`config.mk`:
```
export PLATFORM = sky130hd
export DESIGN_NAME = mux2_arbiter_flat
export DESIGN_NICKNAME = d
export VERILOG_FILES = /design/src/rtl/mux2_arbiter_if.sv /design/src/rtl/mux2_arbiter.sv /design/src/flat_wrapper.sv
export SDC_FILE = /design/constraint.sdc
export NUM_CORES = 1
export LEC_CHECK = 0
export ABC_AREA = 1
export CAP_MARGIN = 20
export CORE_MARGIN = 5
export CORE_UTILIZATION = 36
export CTS_CLUSTER_SIZE = 24
export DETAILED_ROUTE_END_ITERATION = 7
export PLACE_DENSITY = 0.83
export SYNTH_ARGS = -nofsm -noshare
export SYNTH_HDL_FRONTEND = slang
export SYNTH_SLANG_ARGS = --single-unit
```
`constraint.sdc`:
```
create_clock -name clk -period 1.68 [get_ports clk]
set_input_delay 0.168 -clock clk [delete_from_list [all_inputs] [get_ports clk]]
set_output_delay 0.168 -clock clk [all_outputs]
set_load 0.005 [all_outputs]
```
`src/rtl/mux2_arbiter_if.sv`:
```
// Bundle for the two-requester mux arbiter: both request channels plus the
// single downstream valid/ready channel.
//   slave  : arbiter side (takes requests, drives acks, sel and output beat)
//   master : source/consumer side (drives requests, data and out_ready)
interface mux2_arbiter_if #(
  parameter int W = 8
);
  logic         req_a;
  logic [W-1:0] data_a;
  logic         ack_a;
  logic         req_b;
  logic [W-1:0] data_b;
  logic         ack_b;
  logic         sel;
  logic         out_valid;
  logic         out_ready;
  logic [W-1:0] out_data;

  modport slave (
    input  req_a, data_a, req_b, data_b, out_ready,
    output ack_a, ack_b, sel, out_valid, out_data
  );

  modport master (
    output req_a, data_a, req_b, data_b, out_ready,
    input  ack_a, ack_b, sel, out_valid, out_data
  );
endinterface

```
`src/rtl/mux2_arbiter.sv`:
```
// Shares one 2:1 data mux between requesters A and B. Round-robin with a
// bounded burst allowance: the last winner may keep winning ties until it has
// BURST consecutive wins, then the other side gets the next tie.
//
// Ports:
//   clk   - clock, rising edge
//   rst_n - asynchronous active-low reset
//   bus   - mux2_arbiter_if.slave: req/data/ack per requester, registered
//           sel, out_valid/out_ready/out_data downstream channel
//
// state | meaning
// IDLE  | no beat presented; arbitrate between pending requests
// GNT_A | A's beat on out_data, waiting for out_ready (or A abort)
// GNT_B | B's beat on out_data, waiting for out_ready (or B abort)
module mux2_arbiter #(
  parameter int W     = 8,
  parameter int BURST = 2
) (
  input  logic          clk,
  input  logic          rst_n,
  mux2_arbiter_if.slave bus
);

  localparam int CW = (BURST < 1) ? 1 : $clog2(BURST + 1);
  localparam logic [CW-1:0] BURST_C = CW'(BURST);

  typedef enum logic [1:0] {IDLE, GNT_A, GNT_B} state_t;

  state_t         state_q, state_d;
  logic           sel_q, sel_d;
  logic           last_q, last_d;   // 0 = A, 1 = B
  logic [CW-1:0]  cnt_q, cnt_d;
  logic           win_any;
  logic           win_b;

  always_comb begin
    state_d = state_q;
    sel_d   = sel_q;
    last_d  = last_q;
    cnt_d   = cnt_q;
    win_any = bus.req_a | bus.req_b;
    win_b   = bus.req_b;
    // Tie: the last winner keeps the grant only while under its burst budget.
    if (bus.req_a && bus.req_b) begin
      win_b = (cnt_q < BURST_C) ? last_q : ~last_q;
    end

    case (state_q)
      IDLE: begin
        if (win_any) begin
          state_d = win_b ? GNT_B : GNT_A;
          sel_d   = win_b;
          if (win_b == last_q) begin
            cnt_d = (cnt_q == BURST_C) ? cnt_q : cnt_q + 1'b1;
          end else begin
            cnt_d  = CW'(1);
            last_d = win_b;
          end
        end
      end
      // Handshake or requester abort both return to IDLE; an abort leaves
      // last/cnt as they were set at grant time.
      GNT_A: if (bus.out_ready || !bus.req_a) state_d = IDLE;
      GNT_B: if (bus.out_ready || !bus.req_b) state_d = IDLE;
      default: state_d = IDLE;
    endcase
  end

  always_ff @(posedge clk or negedge rst_n) begin
    if (!rst_n) begin
      state_q <= IDLE;
      sel_q   <= 1'b0;
      last_q  <= 1'b1;      // "last = B" so the first tie goes to A
      cnt_q   <= BURST_C;
    end else begin
      state_q <= state_d;
      sel_q   <= sel_d;
      last_q  <= last_d;
      cnt_q   <= cnt_d;
    end
  end

  assign bus.out_valid = (state_q == GNT_A) | (state_q == GNT_B);
  assign bus.ack_a     = bus.out_valid & bus.out_ready & (state_q == GNT_A);
  assign bus.ack_b     = bus.out_valid & bus.out_ready & (state_q == GNT_B);
  assign bus.sel       = sel_q;
  assign bus.out_data  = sel_q ? bus.data_b : bus.data_a;

endmodule
```
`src/flat_wrapper.sv`:
```
// flat-port wrapper written by rule: the top's interface ports become plain ports
module mux2_arbiter_flat 
#(
  parameter int W     = 8,
  parameter int BURST = 2
)
  (clk, rst_n, bus_req_a, bus_data_a, bus_req_b, bus_data_b, bus_out_ready, bus_ack_a, bus_ack_b, bus_sel, bus_out_valid, bus_out_data);
  mux2_arbiter_if #(.W(W)) bus_i ();
  input  logic clk;
  input  logic rst_n;
  input wire logic [$bits(bus_i.req_a)-1:0] bus_req_a;
  input wire logic [$bits(bus_i.data_a)-1:0] bus_data_a;
  input wire logic [$bits(bus_i.req_b)-1:0] bus_req_b;
  input wire logic [$bits(bus_i.data_b)-1:0] bus_data_b;
  input wire logic [$bits(bus_i.out_ready)-1:0] bus_out_ready;
  output wire logic [$bits(bus_i.ack_a)-1:0] bus_ack_a;
  output wire logic [$bits(bus_i.ack_b)-1:0] bus_ack_b;
  output wire logic [$bits(bus_i.sel)-1:0] bus_sel;
  output wire logic [$bits(bus_i.out_valid)-1:0] bus_out_valid;
  output wire logic [$bits(bus_i.out_data)-1:0] bus_out_data;
  assign bus_i.req_a = bus_req_a;
  assign bus_i.data_a = bus_data_a;
  assign bus_i.req_b = bus_req_b;
  assign bus_i.data_b = bus_data_b;
  assign bus_i.out_ready = bus_out_ready;
  assign bus_ack_a = bus_i.ack_a;
  assign bus_ack_b = bus_i.ack_b;
  assign bus_sel = bus_i.sel;
  assign bus_out_valid = bus_i.out_valid;
  assign bus_out_data = bus_i.out_data;
  mux2_arbiter #(.W(W), .BURST(BURST)) u_core (.clk(clk), .rst_n(rst_n), .bus(bus_i));
endmodule
```
After elaboration in Yosys (flattened, before gate mapping):

Cells that the tools add are included.

* register bits after elaboration: 6
* input port bits: 21
* logic and storage cells: 41
* output and inout port bits: 12

* bitwise gates (word level): 7
* reductions and logical operators: 10
* add/sub/neg operators: 1
* equality and inequality tests: 8
* magnitude comparators: 1
* mux-type cells: 10

Operators by type and width (count)
* $mux W2: 6
* $reduce_and A3 Y1: 3
* $mux W8: 1
* $ne A2 B1 Y1 const B: 3
* $pmux W2 S3: 1
* $eq A2 B2 Y1 const B: 2
* $and A1 B1 Y1: 3
* $add A2 B1 Y2 const B: 1
* $eq A2 B1 Y1 const B: 1
* $logic_not A1 Y1: 2
* $logic_not A2 Y1: 1
* $logic_or A1 B1 Y1: 2
* $lt A2 B2 Y1 const B: 1
* $mux W1: 2
* $ne A2 B2 Y1 const B: 1
* $not A1 Y1: 2
* $or A1 B1 Y1: 2
* $reduce_and A2 Y1: 1
* $eq A1 B1 Y1: 1
* $logic_and A1 B1 Y1: 1

Logic depth before layout (Yosys ltp):

Gate-level depths: netlist of the first run.

* word-level depth: 6
* mapped depth: 7
* mapped depth without buffers: 7

Worst setup path after synthesis of the first run:

No wires, ideal clock.

* path type: reg-to-reg
* from: reg u_core.state_q[0]
* to: reg u_core.state_q[0]
* cell stages (with the launch flop): 8
* path slack: 511 ps
* setup time: 124 ps
* arrival time: 1045 ps
* buffers on the path: 0
* required time: 1556 ps
* period minus slack after synthesis: 1169 ps
* cells stage by stage: dfrtp_1 inv_1 ha_1 nand2_1 a21oi_1 a21o_2 nand2_1 o21ai_2

* word-level cells in the longest chain between the ends: 3
* elaborated cells on any way between the ends: 8
* classes of those cells: eq/ne: 5; mux: 1; reduce/logical: 2

Ends and longest elaborated chain
* start, declared: line mux2_arbiter.sv:29 `state_t state_q, state_d;`
* start signal, assigned: line mux2_arbiter.sv:76 `state_q <= state_d;`
* $eq A2 B1 Y1 (tied with other cells): line mux2_arbiter.sv:48 `case (state_q)`
* $ne A2 B1 Y1 (no source line)
* $reduce_and A3 Y1 (no source line)

Parallel ways exist; a longest one is shown, timed or not.
A chain may end at the register's enable or synchronous reset.

Final worst setup path of the first run:

* from: reg u_core.sel_q (netlist: u_core.bus.sel)
* to: out bus_out_data[7]

* word-level cells in the longest chain between the ends: 1

Ends and longest elaborated chain
* start, declared: line mux2_arbiter.sv:30 `logic sel_q, sel_d;`
* start signal, assigned: line mux2_arbiter.sv:77 `sel_q <= sel_d;`
* $mux W8: line mux2_arbiter.sv:87 `assign bus.out_data = sel_q ? bus.data_b : bus.data_a;`
* end, declared: line flat_wrapper.sv:20 `output wire logic [$bits(bus_i.out_data)-1:0] bus_out_data;`

No other way between the ends.

==> flow_summary.ini, run 1 <==
[outcome]
run_status = complete, no violations

[grt]
groute.usage.overall = 0.166
grt_start_max_net_pins = 10
grt_pass1_wl_mm = 3.05
number_of_global_route_vias_before_repair = 677
initial_antenna_violation_count = 0
grt_remaining_overflow = 0

[yosys]
synthCells = 86
post_synth_instance_area_um2 = 552
synth.ff_latch_count = 6
synth.net_count = 111
synth_top_area_share = 0.259
seq_area_frac_synth = 0.277
yosysWarningCount = 0
yosys_most_used_dff = sky130_fd_sc_hd__dfrtp_1
postSynth.asyncResetShare = 1.00
synth_common_cells = sky130_fd_sc_hd__nand2_1, sky130_fd_sc_hd__inv_1, sky130_fd_sc_hd__nand3_1
synth_cell_types = 17
synth.area.top_cells = sky130_fd_sc_hd__nand2_1, sky130_fd_sc_hd__dfrtp_1, sky130_fd_sc_hd__dfstp_2
post-synth-top-count-cell = sky130_fd_sc_hd__nand2_1
synth-edff-count = 0
top_cell_type_by_total_area_after_synthesis = sky130_fd_sc_hd__nand2_1
syn-mean-instance-area_um2 = 6.42

[placement]
place.gp.congestion = 0.773
numPortBuffers = 32
place.detailed.hpwl_mm = 1.42
dpl_worst_slack_ns = 0.109

[setup_path]
worst-endpoint-arrival_ns = 1.49
worst_path_most_repeated_cell = sky130_fd_sc_hd__nand2_1
cp_max_fo = 4
timing.critical_path.from_type = flop
kind_of_critical_path = flop to output pin
reg2reg_from = u_core.state_q[0]
critPathCaptureType = output pin
r2r_cells = 7
critical_path_max_stage_delay_ns = 0.50
worstReg2RegEnd = u_core.state_q[0]
r2r_setup_slack_ns = 0.28
critPathSlowestCell = sky130_fd_sc_hd__clkdlybuf4s50_1
critical_path.cell_chain = clkinvlp_2 -> nand2_1 -> nand2_1 -> clkdlybuf4s50_1
worst_ep_required_time_ns = 1.51

[cells_and_area]
antenna_cells_inserted = 0
multi_input_comb_area_um2 = 334
postLayoutCoreUtil = 0.641
num-fill-cells = 137
area.growth.synth_to_final_pct = 71.0
area_taken_by_flip_flops_and_latches_um2 = 154
design.final.nets = 151
drive_above_1_share = 0.128

[routing]
vias_per_cell = 4.93
remaining_drc_errors = 0
dr.pass1.iters = 4
routedWlPerCell_um = 13.6
wl_mm = 1.91
number_of_nets_still_failing_antenna_checks_after_routing = 0
detailroute.via_count = 695
first_iter_violations = 26

[timing]
max_clock_freq_mhz = 602
min_period_over_period = 0.989
hold_violations = 0
relSlewSlack = 0.793
final.setup_skew_ns = 0.00578
grt_setup_unrepaired = true
maxSlewViolCount = 0
worst_slack_ns = 0.0192
tns_ns = 0
worst-slew-pin-transition_ns = 0.309
finalWorstPathRequiredPeriod_ns = 1.66
finalSetupViolations = 0

[clock_tree]
cts.sinks = 6
clock_latency_ns = 0.28
cts_tree = built
cts_inserted_buffers = 3
ctsRootBufferMaster = sky130_fd_sc_hd__clkbuf_4
htree_num_levels = 1
worst_setup_hold_path_clk_slew_ns = 0.06
cts_max_path_buffers = 2

[power]
cellLeakagePower_nw = 0.478
worst_supply_voltage_drop_on_vdd_mv = 0.801
power.total_mw = 1.43
pwr_density_cell_nw_per_um2 = 1520

[floorplanning]
ioPinCount = 33
initial_utilization = 0.375
die_x_um = 49.2
rows = 14
die_h_um = 49.2
floorplan.core_area_um2 = 1470
fp.dieArea_um2 = 2420

[job]
maxCapViolCount = 0

[min_path]
hold_class = input port to async pin
==> layout make-up <==
class	instances	share of cell area
Clock buffer	4	0.0279
Inverter	13	0.0557
Multi-Input combinational cell	65	0.354
Sequential cell	6	0.163
Tap cell	16	0.0212
Timing Repair Buffer	36	0.373
Timing Repair inverter	1	0.00531
==> metal layers <==
metal | global-route usage | vias up | routed length, µm
met5 | 0 | - | 0
met4 | 0.121 | 0 | 50
met3 | 0.0245 | 5 | 97
met2 | 0.315 | 24 | 1100
met1 | 0.155 | 313 | 670
li1 | - | 353 | -
==> through the flow <==
| step | hold WS (ns) | instances | cell area, µm² |
|---|---|---|---|
| global placement | 0.443 | 133 | 883 |
| detailed placement | 0.445 | 133 | 883 |
| CTS | 0.158 | 139 | 922 |
| finish | 0.141 | 141 | 943 |
| global route | 0.167 | 141 | 943 |
| floorplan | -0.128 | 86 | 552 |
==> worst max-delay path by stage <==
stage                                 start                 to  slack (ns)  cells after the start
after floorplan           u_core.state_q[0]  u_core.state_q[0]        0.51                      7
after global placement    u_core.state_q[0]          bus_ack_b        0.19                      5
after detailed placement  u_core.state_q[0]          bus_ack_b        0.11                      5
after CTS                    u_core.bus.sel    bus_out_data[3]        0.02                      4
after global routing         u_core.bus.sel    bus_out_data[7]       -0.01                      4
final                        u_core.bus.sel    bus_out_data[7]        0.02                      4
==> critical path, delay by kind of cell (launching register included) <==
family / cells / cell delay, ns
buffers and inverters: 2 / 0.65
flip-flops: 1 / 0.44
AND/OR/NAND/NOR: 2 / 0.13
==> registers in the layout (all words and copies together) (netlist names) <==
signal,cells
u_core.cnt_q,2
u_core.state_q,2
u_core.bus.sel,1
u_core.last_q,1
==> layout by cell type (no fill, tap or decap), drive strengths merged <==
cell type	instances
a21o	1
a21oi	2
buf	4
clkbuf	4
clkdlybuf4s50	29
clkinvlp	2
dfrtp	4
dfstp	2
dlygate4sd2	2
dlymetal6s2s	1
ha	4
inv	12
nand2	38
nand3	7
nand4	1
nor2	3
o211ai	4
o21ai	5
==> cells by family (layout without fill, tap and decap cells) <==
logic type / Yosys count / after routing / synth area share
adder cells (fa/ha/maj): 4 / 4 / 0.0907
buffers and inverters: 15 / 54 / 0.118
AND/OR/NAND/NOR: 49 / 49 / 0.367
AO/OA/AOI/OAI: 12 / 12 / 0.147
flip-flops: 6 / 6 / 0.277
==> power breakdown <==
group          total [mW]  internal [mW]  switching (mW)
logic               0.954          0.488           0.466
clock network       0.172         0.0918          0.0803
registers           0.306          0.232          0.0741
==> repair_timing <==
item	4_1_cts	5_1_grt
hold endpoints to repair	0	0
gates cloned	0	2
gates resized for setup	2	4
hold buffers	0	0
endpoints found under the setup margin	3	9
setup buffers	2	0
(Power assumes the default switching activity.)
==> run 2, diff against run 1 <==
- GPL_TIMING_DRIVEN: default -> 1
- SETUP_SLACK_MARGIN: default -> 0.15
- SLEW_MARGIN: default -> 40
==> run 2 against run 1 <==
Clock power decreased by 4%. Clock skew about the same. Via count increased by 0.29%. Sequential share of layout area increased by 0.11 points. Combinational power decreased by 2.4%. Final cell count decreased by 1.4%. Setup slack improved by 0.082 ns. Clock-buffer cell count unchanged. Cell area decreased by 1.5%. Global-route usage decreased by 0.063 points. Total power decreased by 3.0%. Critical path type unchanged.
==> flow_summary.ini, run 2 (same netlist as run 1, synthesis figures left out) <==
[floorplanning]
initial_utilization = 0.375
die_x_um = 49.2
ioPinCount = 33
floorplan.core_area_um2 = 1470
rows = 14
fp.dieArea_um2 = 2420
die_h_um = 49.2

[placement]
dpl_worst_slack_ns = 0.109
place.gp.congestion = 0.773
place.detailed.hpwl_mm = 1.42
numPortBuffers = 32

[setup_path]
critical_path.top_delay_family = buffers and inverters
r2r_cells = 7
critical_path.cell_chain = clkinv_2 -> nand2_1 -> nand2_1 -> clkdlybuf4s50_1
r2r_setup_slack_ns = 0.29
crit_buf_inv = 2
timing.critical_path.from_type = flop
worstReg2RegEnd = u_core.state_q[0]
kind_of_critical_path = flop to output pin
worst_path_most_repeated_cell = sky130_fd_sc_hd__nand2_1
critPathSlowestCell = sky130_fd_sc_hd__clkdlybuf4s50_1
cp_max_fo = 9
reg2reg_from = u_core.state_q[1]
worst_ep_required_time_ns = 1.51
critPathCaptureType = output pin
worst-endpoint-arrival_ns = 1.41
critical_path_max_stage_delay_ns = 0.51

[cells_and_area]
design.final.nets = 149
num-fill-cells = 135
layout.cells.most_common_list = sky130_fd_sc_hd__nand2_1, sky130_fd_sc_hd__clkdlybuf4s50_1, sky130_fd_sc_hd__inv_1, sky130_fd_sc_hd__nand3_1
postLayoutCoreUtil = 0.632
area.growth.synth_to_final_pct = 68.5
antenna_cells_inserted = 0
largestRegisters = u_core.cnt_q (2), u_core.state_q (2)
mostFrequentLayoutCell = sky130_fd_sc_hd__nand2_1
drive_above_1_share = 0.114

[timing]
maxSlewViolCount = 0
max_clock_freq_mhz = 633
final.setup_skew_ns = 0.00556
tns_ns = 0
worst_slack_ns = 0.101
grt_setup_unrepaired = true
finalWorstPathRequiredPeriod_ns = 1.58
worst-slew-pin-transition_ns = 0.301
min_period_over_period = 0.940
finalSetupViolations = 0
hold_violations = 0
relSlewSlack = 0.798

[routing]
dr.pass1.iters = 5
first_iter_violations = 32
routedWlPerCell_um = 13.2
number_of_nets_still_failing_antenna_checks_after_routing = 0
vias_per_cell = 5.01
wl_mm = 1.84
detailroute.via_count = 697
remaining_drc_errors = 0

[job]
maxCapViolCount = 0

[clock_tree]
cts_inserted_buffers = 3
worst_setup_hold_path_clk_slew_ns = 0.06
ctsRootBufferMaster = sky130_fd_sc_hd__clkbuf_4
cts_max_path_buffers = 2
cts.sinks = 6
clock_latency_ns = 0.27
htree_num_levels = 1
cts_tree = built

[power]
pwr_density_cell_nw_per_um2 = 1490
cellLeakagePower_nw = 0.463
worst_supply_voltage_drop_on_vdd_mv = 0.767

[grt]
grt_remaining_overflow = 0
grt_pass1_wl_mm = 3.06
grt_start_max_net_pins = 10
initial_antenna_violation_count = 0
groute.usage.overall = 0.166
number_of_global_route_vias_before_repair = 681

[min_path]
hold_class = input port to async pin

[outcome]
run_status = complete, no violations
==> run 2: worst reg2reg max path, delay by kind of cell, from the launching register on <==
| family | cells | cell delay (ns) |
|---|---|---|
| adders and majority gates | 1 | 0.19 |
| AOI/OAI and AO/OA | 3 | 0.38 |
| and+or+nand+nor | 2 | 0.16 |
| DFF | 1 | 0.39 |
| buffers and inverters | 1 | 0.14 |
==> run 2: stage by stage <==
step / cells / instance area (µm²) / hold slack, ns / total power, mW
2_1_floorplan: 86 / 552 / -0.128 / 0.769
3_3_place_gp: 133 / 883 / 0.443 / 1.15
3_5_place_dp: 133 / 883 / 0.445 / 1.19
4_1_cts: 139 / 928 / 0.158 / 1.39
5_1_grt: 139 / 930 / 0.168 / 1.53
6_report: 139 / 930 / 0.148 / 1.39
==> run 2: power breakdown <==
part	switching, mW	internal [mW]
Combinational	0.461	0.470
Sequential	0.0622	0.229
Clock	0.0740	0.0914
==> run 2: timing repair <==
| item | in CTS | in global routing |
|---|---|---|
| pin swaps | 0 | 0 |
| hold buffers | 0 | 0 |
| setup buffers | 2 | 0 |
| gates resized for setup | 6 | 1 |
| setup endpoints to repair | 11 | 10 |
==> run 2: worst max path at each step <==
| stage | from | to | slack [ns] | depth (start not counted) |
|---|---|---|---|---|
| after floorplan | u_core.state_q[0] | u_core.state_q[0] | 0.51 | 7 |
| after global placement | u_core.state_q[0] | bus_ack_b | 0.19 | 5 |
| after detailed placement | u_core.state_q[0] | bus_ack_b | 0.11 | 5 |
| after CTS | u_core.bus.sel | bus_out_data[3] | 0.08 | 4 |
| after global routing | u_core.bus.sel | bus_out_data[3] | 0.02 | 4 |
| final | u_core.bus.sel | bus_out_data[3] | 0.10 | 4 |
==> run 2: per-layer routing <==
layer / global-route usage / part of all wire
met5: 0 / 0
met2: 0.311 / 0.59
met4: 0.121 / 0.020
met1: 0.157 / 0.35
met3: 0.0245 / 0.045
==> run 2: cell type report <==
class	instances	area, µm²	share of cell area
tap	16	20.0	0.0215
timing repair buffer	35	344	0.370
multi-input combinational	65	337	0.362
inverter	13	50.0	0.0538
sequential	6	153	0.164
clock buffer	4	26.3	0.0283
==> RTL edit 1: new RTL, settings of run 1 <==
`W` is set to 8 in 3 places; all go to 12.
--- a/src/rtl/mux2_arbiter_if.sv
+++ b/src/rtl/mux2_arbiter_if.sv
@@ -4,5 +4,5 @@
 //   master : source/consumer side (drives requests, data and out_ready)
 interface mux2_arbiter_if #(
-  parameter int W = 8
+  parameter int W = 12
 );
   logic         req_a;
--- a/src/rtl/mux2_arbiter.sv
+++ b/src/rtl/mux2_arbiter.sv
@@ -14,5 +14,5 @@
 // GNT_B | B's beat on out_data, waiting for out_ready (or B abort)
 module mux2_arbiter #(
-  parameter int W     = 8,
+  parameter int W     = 12,
   parameter int BURST = 2
 ) (
--- a/src/flat_wrapper.sv
+++ b/src/flat_wrapper.sv
@@ -2,5 +2,5 @@
 module mux2_arbiter_flat 
 #(
-  parameter int W     = 8,
+  parameter int W     = 12,
   parameter int BURST = 2
 )
Interface: changed (resized bus_data_a, bus_data_b and bus_out_data); port bits go from 33 to 45. No check against the original RTL was run, so the function may have changed too.
==> RTL edit 1 against run 1 <==
  * Die area is 5.0% higher
  * Utilization increased by 8.5 points
  * Synthesized cell count up 12%
  * Worst setup slack better by 0.0045 ns
  * Synthesized area is 6.3% higher
  * Critical endpoint is now bus_out_data[3]
  * Sequential cell count unchanged
  * Critical path depth unchanged
  * Wire length increased by 7.1%
  * Largest cell class unchanged
  * Critical path type unchanged
  * Total power grew 4.7%
  * Final area up 17%
==> RTL edit 1: results (changes against run 1) <==
Cells and area
* fraction of final layout cells with drive strength greater than 1: 12.4%, was 12.8%
* number of standard cells in the final layout excluding fillers: 161, was 141
* Filler Cells Inserted: 114, was 137
* Total Nets Final: 180, was 151

Global route
* via count of the first global-routing pass: 686, was 677
* All-Layer GR Usage: 15.2%, was 16.6%

Pwr
* worst vdd ir: 1.05 mV, was 0.801 mV
* leakage power of the design: 0.000581 µW, was 0.000478 µW

Placement
* Port Buffers: 44, was 32
* # placed instances: 154, was 133
* Placed Area: 1040 µm², was 883 µm²
* RD Place Congestion: 0.753, was 0.773
* detailed placer's ending HPWL: 1580 µm, was 1420 µm

Synth
* biggest area contributors in the synthesized netlist: sky130_fd_sc_hd__nand2_1 (33%), sky130_fd_sc_hd__dfrtp_1 (17%), sky130_fd_sc_hd__dfstp_2 (9.0%), was sky130_fd_sc_hd__nand2_1 (26%), sky130_fd_sc_hd__dfrtp_1 (18%), sky130_fd_sc_hd__dfstp_2 (9.5%)
* Adder-Cell Fraction of Synth Area: 8.53%, was 9.07%
* most frequent cells after synthesis: sky130_fd_sc_hd__nand2_1 (52), sky130_fd_sc_hd__inv_1 (10), was sky130_fd_sc_hd__nand2_1 (38), sky130_fd_sc_hd__inv_1 (12), sky130_fd_sc_hd__nand3_1 (7)
* count of unique library cells instantiated by Yosys: 21, was 17
* complex-gate fraction of the synthesized area: 12.4%, was 14.7%
* number of nets in the synthesized netlist: 129, was 111
* sequential area share after synthesis: 26.0%, was 27.7%

Setup path
* maximum fanout along the worst path: 13, was 4

STA
* transition time at the pin with the least slew margin: 0.353 ns, was 0.309 ns
* Worst Skew: 0.0111 ns, was 0.00578 ns

Status
* run status: completed, unchanged

Routing
* average wire per cell in the routed design: 12.7 µm, was 13.6 µm
* ratio of routed vias to standard cells: 5.03, was 4.93

RTL edit 1: cell types whose count changed in the layout (fill, tap and decap cells not counted), sizes merged:
cell / run 1 / this run
a21oi: 2 / 1
nand2: 38 / 53
clkbuf: 4 / 3
dlygate4sd2: 2 / 1
inv: 12 / 10
dlymetal6s2s: 1 / 3
nand3: 7 / 5
nor2: 3 / 2
and3: 0 / 1
o21ai: 5 / 4
clkdlybuf4s50: 29 / 40
RTL edit 1: worst max-delay path: stages (launching register included):
cell	delay, ns
sky130_fd_sc_hd__dfrtp_2	0.42
sky130_fd_sc_hd__buf_6	0.17
sky130_fd_sc_hd__nand2_1	0.07
sky130_fd_sc_hd__nand2_1	0.07
sky130_fd_sc_hd__clkdlybuf4s50_1	0.49
RTL edit 1: timing repair:
action,4_1_cts,5_1_grt
cloned,0,1
endpoints found under the setup margin,13,14
pin swaps,0,0
resized for setup,2,6
setup buffers,2,1
RTL edit 1: per-layer routing:
layer	vias up	GRT usage (%)	share of wire (%)
met2	48	24.3	42
met5	-	0	0
met3	5	5.33	13
met1	357	19.0	43
li1	400	-	-
met4	0	5.11	1.2
RTL edit 1: final timing paths:
path,end,depth (start not counted),slack [ns]
worst max-delay path,bus_out_data[3],4,0.02
worst min-delay path,u_core.state_q[1],1,0.14
worst max register to register,u_core.state_q[1],7,0.38
worst min register to register,u_core.cnt_q[0],2,0.50
max in group asynchronous,u_core.cnt_q[1],1,1.25
min in group clk,u_core.cnt_q[0],2,0.50
RTL edit 1: where the power goes:
group / switching [µW] / internal [µW]
Sequential: 76.3 / 233
Combinational: 482 / 563
Clock: 64.7 / 81.6
RTL edit 1: cell families after synthesis:
logic type | count (synthesis)
AND/OR/NAND/NOR | 62
buffers and inverters | 14
AO/OA/AOI/OAI | 10
flip-flops | 6
adder cells (fa/ha/maj) | 4
RTL edit 1: metrics by stage:
stage	worst slack, ns	setup TNS [ns]
3_3_place_gp	0.189	0
6_report	0.0236	0
2_1_floorplan	0.538	0
5_1_grt	-0.0404	-0.147
4_1_cts	0.0133	0
3_5_place_dp	0.148	0
RTL edit 1: area by class of cell:
cell class / count / area, µm² / area share, %
clock buffers: 3 / 22.5 / 2.04
inverters: 11 / 45.0 / 4.07
multi-input cells: 76 / 377 / 34.0
flip-flops and latches: 6 / 154 / 13.9
well taps: 16 / 20.0 / 1.81
repair buffers: 48 / 480 / 43.4
repair inverters: 1 / 7.51 / 0.679
==> RTL edit 2: new RTL, flow settings as in run 1 <==
Made on the original files. The 3 states of `state_t` get a one-hot encoding in 3 bits.
--- a/src/rtl/mux2_arbiter.sv
+++ b/src/rtl/mux2_arbiter.sv
@@ -25,5 +25,5 @@
   localparam logic [CW-1:0] BURST_C = CW'(BURST);
 
-  typedef enum logic [1:0] {IDLE, GNT_A, GNT_B} state_t;
+  typedef enum logic [2:0] {IDLE = 3'b001, GNT_A = 3'b010, GNT_B = 3'b100} state_t;
 
   state_t         state_q, state_d;
Check against the original RTL: no difference found for any inputs over 10 cycles, from zero or initial values and one cycle with rst_n low; not proved beyond that.
==> RTL edit 2 against run 1 <==
  * Sequential cell count rose by 1
  * Synthesized area fell by 5.0%
  * Final area fell by 2.8%
  * Worst setup slack improved by 0.082 ns
  * Critical endpoint is now bus_out_data[5]
  * Total power fell by 9.9%
  * Cell count fell by 3.5%
  * Wire length fell by 23%
==> RTL edit 2: results (changes against run 1) <==
Global route
* met1 track utilization from global routing: 13.6%, was 15.5%
* M2 GR Usage: 26.3%, was 31.5%
* All-Layer GR Usage: 13.7%, was 16.6%
* grt met3 use: 2.95%, was 2.45%

Routing
* Met1 Wirelength: 570 µm, was 670 µm
* routed wire length on met2: 701 µm, was 1100 µm
* Routed WL: 1470 µm, was 1910 µm
* total met3 wirelength after detailed routing: 174 µm, was 97 µm
* average wire per cell in the routed design: 10.8 µm, was 13.6 µm

Cells and area
* multi-input gates: 61, was 65
* non-clock buffering overhead in the final layout: 37.0%, was 37.3%
* share of the final layout cell area in multi-input gates: 32.5%, was 35.4%
* multi-input combinational cell area: 298 µm², was 334 µm²
* fraction of final layout cells with drive strength greater than 1: 16.5%, was 12.8%
* registers with the most flip-flops: u_core.state_q: 3 flops, u_core.cnt_q: 2 flops, was u_core.cnt_q: 2 flops, u_core.state_q: 2 flops
* clock-cell share of area: 2.86%, was 2.79%

Placement
* RD Place Congestion: 0.756, was 0.773
* detailed placer's ending HPWL: 1270 µm, was 1420 µm
* # placed instances: 130, was 133

Status
* run status: completed, unchanged

Synth
* number of nets in the synthesized netlist: 105, was 111
* most frequent cells after synthesis: sky130_fd_sc_hd__nand2_1 (37), sky130_fd_sc_hd__inv_1 (10), sky130_fd_sc_hd__dfrtp_1 (4), sky130_fd_sc_hd__nand3_1 (4), sky130_fd_sc_hd__o21ai_1 (4), was sky130_fd_sc_hd__nand2_1 (38), sky130_fd_sc_hd__inv_1 (12), sky130_fd_sc_hd__nand3_1 (7)
* count of unique library cells instantiated by Yosys: 19, was 17
* instance count of the mapped netlist: 83, was 86
* sequential area share after synthesis: 34.1%, was 27.7%

Setup path
* maximum fanout along the worst path: 9, was 4

STA
* Worst Skew: 0.00197 ns, was 0.00578 ns
* transition time at the pin with the least slew margin: 0.275 ns, was 0.309 ns

-- RTL edit 2: cell count changes after synthesis, moves of 2 or more --
cell	before	now
sky130_fd_sc_hd__ha_1	4	1
sky130_fd_sc_hd__o21ai_1	0	4
sky130_fd_sc_hd__o21ai_2	2	0
sky130_fd_sc_hd__nand3_1	7	4
sky130_fd_sc_hd__inv_2	0	3
sky130_fd_sc_hd__o211ai_1	4	1
sky130_fd_sc_hd__inv_1	12	10
sky130_fd_sc_hd__nor3_1	0	3
sky130_fd_sc_hd__nor2_2	0	2
sky130_fd_sc_hd__o21ai_0	3	0
-- RTL edit 2: path summary, 6_finish.rpt --
check | startpoint | endpoint | slack (ns) | cells past startpoint
max in group asynchronous | rst_n | u_core.cnt_q[1] | 1.24 | 1
min in group clk | u_core.cnt_q[0] | u_core.cnt_q[0] | 0.52 | 2
hold / removal | rst_n | u_core.state_q[1] | 0.17 | 1
hold reg to reg | u_core.cnt_q[0] | u_core.cnt_q[0] | 0.52 | 2
setup / recovery | u_core.bus.sel | bus_out_data[5] | 0.10 | 4
setup reg to reg | u_core.state_q[0] | u_core.cnt_q[1] | 0.44 | 6
-- RTL edit 2: report_power, final --
group | total [µW] | internal, µW | switching, µW
clock network | 140 | 89.9 | 50.3
registers | 339 | 274 | 64.1
logic | 811 | 403 | 408
total | 1290 | 768 | 522
-- RTL edit 2: cell families after synthesis --
family / synth area share (%)
buf+inv: 11.0
fa+ha+maj: 2.39
compound gates: 9.55
flops: 34.1
simple gates: 43.0
-- RTL edit 2: worst max-delay path: cells and delay by family, from the launching register on --
family        cells  cell delay (ns)
simple gates      2             0.11
buf+inv           2             0.66
flops             1             0.40
-- RTL edit 2: what timing repair did --
action,in CTS,in global routing
pin swaps,2,0
gates resized for setup,5,1
setup endpoints to repair,3,4
setup buffers,2,0
